## src/rtl/div_seq.sv

```systemverilog
// Sequential 16-bit restoring divider: one quotient bit per cycle via an external subtractor.
// Define DIV_SIGNED_EN for two's-complement operands (adds a FIX state for the sign correction).
module div_seq (
  input  logic        clk,
  input  logic        rst_n,
  input  logic        start,
  input  logic [15:0] dividend,
  input  logic [15:0] divisor,
  output logic        busy,
  output logic        done,
  output logic [15:0] quotient,
  output logic [15:0] remainder,
  output logic        div_by_zero,
  output logic [15:0] sub_a,
  output logic [15:0] sub_b,
  input  logic [15:0] sub_diff,
  input  logic        sub_carry
);

`ifdef DIV_SIGNED_EN
  typedef enum logic [1:0] {IDLE = 2'd0, RUN = 2'd1, DONE = 2'd2, FIX = 2'd3} state_t;
`else
  typedef enum logic [1:0] {IDLE = 2'd0, RUN = 2'd1, DONE = 2'd2} state_t;
`endif

  state_t      state;
  logic [15:0] d_reg;
  logic [15:0] q_reg;
  logic [15:0] r_reg;
  logic [3:0]  cnt;
  logic [16:0] shifted;
  logic        accept;
  logic [15:0] r_next;
  logic [15:0] q_next;
  logic [15:0] cap_a;
  logic [15:0] cap_b;
  logic        can_start;
`ifdef DIV_SIGNED_EN
  logic        neg_q;
  logic        neg_r;
`endif

  // S[16] set means S already exceeds D, so the subtraction is taken even without carry.
  always_comb begin
    shifted = {r_reg, q_reg[15]};
    accept  = sub_carry | shifted[16];
    r_next  = accept ? sub_diff : shifted[15:0];
    q_next  = {q_reg[14:0], accept};
  end

  always_comb begin
`ifdef DIV_SIGNED_EN
    cap_a = dividend[15] ? (~dividend + 16'd1) : dividend;
    cap_b = divisor[15]  ? (~divisor + 16'd1)  : divisor;
`else
    cap_a = dividend;
    cap_b = divisor;
`endif
  end

  assign sub_a = shifted[15:0];
  assign sub_b = d_reg;

  // The done cycle accepts a new start so back-to-back divisions need no idle gap.
  assign can_start = start && ((state == IDLE) || ((state == DONE) && done));

  always_ff @(posedge clk or negedge rst_n) begin
    if (!rst_n) begin
      state       <= IDLE;
      busy        <= 1'b0;
      done        <= 1'b0;
      quotient    <= 16'd0;
      remainder   <= 16'd0;
      div_by_zero <= 1'b0;
      d_reg       <= 16'd0;
      q_reg       <= 16'd0;
      r_reg       <= 16'd0;
      cnt         <= 4'd0;
`ifdef DIV_SIGNED_EN
      neg_q       <= 1'b0;
      neg_r       <= 1'b0;
`endif
    end else begin
      done <= 1'b0;
      case (state)
        RUN: begin
          r_reg <= r_next;
          q_reg <= q_next;
          cnt   <= cnt + 4'd1;
          if (cnt == 4'd15) begin
`ifdef DIV_SIGNED_EN
            state <= FIX;
`else
            state       <= DONE;
            busy        <= 1'b0;
            done        <= 1'b1;
            quotient    <= q_next;
            remainder   <= r_next;
            div_by_zero <= 1'b0;
`endif
          end
        end
`ifdef DIV_SIGNED_EN
        FIX: begin
          quotient    <= neg_q ? (~q_reg + 16'd1) : q_reg;
          remainder   <= neg_r ? (~r_reg + 16'd1) : r_reg;
          div_by_zero <= 1'b0;
          busy        <= 1'b0;
          done        <= 1'b1;
          state       <= DONE;
        end
`endif
        // A divide-by-zero enters DONE with done low and pulses it one cycle later.
        DONE: begin
          if (!done) done <= 1'b1;
          else       state <= IDLE;
        end
        default: state <= IDLE;
      endcase

      if (can_start) begin
        if (divisor == 16'd0) begin
          state       <= DONE;
          busy        <= 1'b0;
          quotient    <= 16'hFFFF;
          remainder   <= dividend;
          div_by_zero <= 1'b1;
        end else begin
          state <= RUN;
          busy  <= 1'b1;
          d_reg <= cap_b;
          q_reg <= cap_a;
          r_reg <= 16'd0;
          cnt   <= 4'd0;
`ifdef DIV_SIGNED_EN
          neg_q <= dividend[15] ^ divisor[15];
          neg_r <= dividend[15];
`endif
        end
      end
    end
  end

endmodule
```

## config.mk

```make
export PLATFORM = sky130hd
export DESIGN_NAME = div_seq
export DESIGN_NICKNAME = d
export VERILOG_FILES = /design/src/rtl/div_seq.sv
export SDC_FILE = /design/constraint.sdc
export NUM_CORES = 1
export LEC_CHECK = 0
export ABC_AREA = 1
export CORE_MARGIN = 2
export CORE_UTILIZATION = 55
export CTS_BUF_LIST = sky130_fd_sc_hd__clkbuf_4 sky130_fd_sc_hd__clkbuf_8
export CTS_CLUSTER_SIZE = 20
export DETAILED_ROUTE_END_ITERATION = 10
export GPL_ROUTABILITY_DRIVEN = 1
export PLACE_DENSITY = 0.88
export SETUP_SLACK_MARGIN = 0.1
export SYNTH_ARGS = -nofsm -noshare
export SYNTH_HDL_FRONTEND = slang
export SYNTH_SLANG_ARGS = --single-unit
```

## constraint.sdc

```tcl
create_clock -name clk -period 4.7 [get_ports clk]
set_input_delay 0.47 -clock clk [delete_from_list [all_inputs] [get_ports clk]]
set_output_delay 0.47 -clock clk [all_outputs]
set_load 0.03 [all_outputs]
```

==> out/metrics.yaml <==
clock_network:
  ctsHoldBuffers: 0
  clkSinkCount: 89
  cts_max_level: 3
  cts_tree: "done"
  clockBufferDepth: 2
  path_clk_slew_ns: 0.09
  ctsRootBufferMaster: "clkbuf_8"
  cts-resized-gates: 0
  clk_latency_ns: 0.37
  numCtsBuffers: 9
  post-cts-setup-buffer-count: 0
yosys:
  yosys.area.top_type: "dfrtp_1"
  synthAdderAreaFrac_pct: 1.08
  ys_seq_area_share_pct: 48.0
  syn-num-nets: 670
  synth_top_area_share_pct: 48.0
  syn_inst: 614
  synth_area_um2: 4640
  synth_compound_area_share_pct: 9.01
  synth_mux_area_share_pct: 0
  avgSynthCellArea_um2: 7.56
  synth_top_family_by_area: "simple AND/OR/NAND/NOR gates"
  synth_cell_types: 30
  synthSimpleGateAreaFrac_pct: 28.6
  yosysWarnings: 0
  synth-xor-area-share_pct: 0.566
  synthTopCellsByArea: "dfrtp_1 48%, nand2_1 18%, inv_1 6.0%"
  ys_seq_elements: 89
floorplan:
  dieArea_um2: 9190
  rows: 33
  fp.coreArea_um2: 8220
  io_pins: 119
  die-width_um: 95.8
  die_h_um: 95.8
  start_util_pct: 56.5
setup_path:
  path_cells: "clkdlybuf4s50_1 -> nor2_1 -> nand2_1 -> nor2_1 -> nand2_1 -> nand2_2 -> inv_4 -> nand2_1 -> nand2_1"
  crit_required_ns: 4.95
  crit_buf_inv: 2
  path_delay_family: "simple AND/OR/NAND/NOR gates"
  crit_top_cell: "nand2_1"
  path_max_fanout: 41
  path_class: "input port to flip-flop"
  cp-end-kind: "flip-flop"
  critical_path_arrival_ns: 3.37
  slowest_delay_ns: 0.71
  start_kind: "input port"
  crit_slowest_cell: "nand2_2"
finish:
  nets: 754
  final.fill_count: 633
  syn2layout_area_growth_pct: 26.1
  mostFrequentLayoutCells: "227 x nand2_1, 117 x clkdlybuf4s50_1, 89 x dfrtp_1, 74 x inv_1, 66 x nor2_1"
  final_common_cell: "nand2_1"
  drive_above_1_share_pct: 4.98
  n_antenna_cell: 0
sta:
  slew_viol_final: 0
  rsz0062_at_grt: "false"
  hold_viol_final: 0
  min_period_ns: 3.12
  fin_skew_ns: 0.0100
  layout_setup_ws_ns: 1.58
  slew_headroom_pct: 27.7
  finalSetupViolCount: 0
  tightest_slew_ns: 1.08
  fmax_mhz: 320
  finalCritPeriodShare_pct: 66.5
  tns_ns: 0
  worst_hold_slack_ns: 0.281
drt:
  ant_nets: 0
  wire_per_inst_um: 14.3
  wl_met1_um: 4940
  drtPass1Iterations: 5
  drc_errors: 0
  drtIter0Drc: 362
  avgViaCountPerCell: 5.21
  routed_wl_um: 11600
  wl_met2_um: 5490
  route.vias.total: 4213
  topRoutingLayerUsed: "met4"
  route.met3.wl_um: 921
placed_design:
  hpwl_um: 8130
  place_congestion: 0.820
  dp_slack_ns: 1.28
  port_buffers: 118
global_routing:
  grt_pass1_vias: 4085
  track_usage_pct: 26.1
  antenna_found_initial: 0
  grt_pass1_wl_um: 18500
  gr-total-overflow: 0
  grt_max_degree: 90
power_and_ir_drop:
  peakVddDrop_mv: 0.388
  power_mw: 3.19
  power_leakage_nw: 3.02
  p_per_area_nw_per_um2: 545
outcome:
  status: "completed"
worst_hold_path:
  hold_class: "input port to asynchronous set/reset pin"
run:
  cap_violations: 0
## stage by stage
| step | instance area (µm²) | instances | util, % |
|---|---|---|---|
| 2_1_floorplan | 4640 | 614 | - |
| 3_3_place_gp | 5670 | 792 | 69.0 |
| 3_5_place_dp | 5670 | 792 | 69.0 |
| 4_1_cts | 5850 | 808 | 71.2 |
| 5_1_grt | 5850 | 808 | 71.2 |
| 6_report | 5850 | 808 | 71.2 |
## cell usage after synthesis, drive strengths merged
master  count
xor2        2
inv        77
nand4      12
a21boi     10
o21ai      23
o21a        1
dfrtp      89
buf        36
nor2       71
a21oi      17
nand2     228
xnor2       1
ha          4
o211ai     16
clkbuf     12
nand3      15
## routing by layer
metal	vias up	track usage [%]
met2	209	42.2
met4	0	9.40
met1	1949	34.7
met3	22	5.72
li1	2033	-
met5	-	0
## worst register-to-register path: stages (launching register included)
cell,delay [ns]
dfrtp_1,0.41
inv_1,0.09
ha_1,0.17
nand2_1,0.05
nand2_1,0.05
nand2_1,0.15
inv_2,0.33
nand3_1,0.64
buf_4,0.47
nand2_1,0.09
o21ai_1,0.06
## path summary, 6_finish.rpt
path / start / endpoint / slack [ns] / cells after the start
worst max-delay path: divisor[9] / sub_b[8] / 1.58 / 9
worst min-delay path: rst_n / quotient[5] / 0.28 / 1
worst max register to register: state[0] / remainder[15] / 2.07 / 10
worst min register to register: div_by_zero / div_by_zero / 0.49 / 2
max in group asynchronous: rst_n / q_reg[2] / 3.70 / 1
min in group clk: div_by_zero / div_by_zero / 0.49 / 2
## cell type report
class | count | area, µm² | share of cell area (%)
clock buffers | 12 | 153 | 2.61
clock inverters | 4 | 28.8 | 0.492
inverters | 77 | 292 | 4.98
multi-input cells | 400 | 1820 | 31.1
flip-flops and latches | 89 | 2230 | 38.1
well taps | 105 | 131 | 2.25
repair buffers | 121 | 1200 | 20.5
## kinds of logic after synthesis
| kind of cell | Yosys count |
|---|---|
| AOI/OAI and AO/OA | 67 |
| adders and majority gates | 4 |
| DFF | 89 |
| and+or+nand+nor | 326 |
| xor gates and xnor gates | 3 |
| buffers and inverters | 125 |
## power breakdown
group          leakage [nW]  internal (mW)  switching [mW]  total [mW]
Combinational          1.92          0.565           0.953        1.52
Sequential             1.01           1.01           0.175        1.18
Clock                0.0894          0.219           0.274       0.492
No activity file was read; power rests on OpenSTA's default activity.
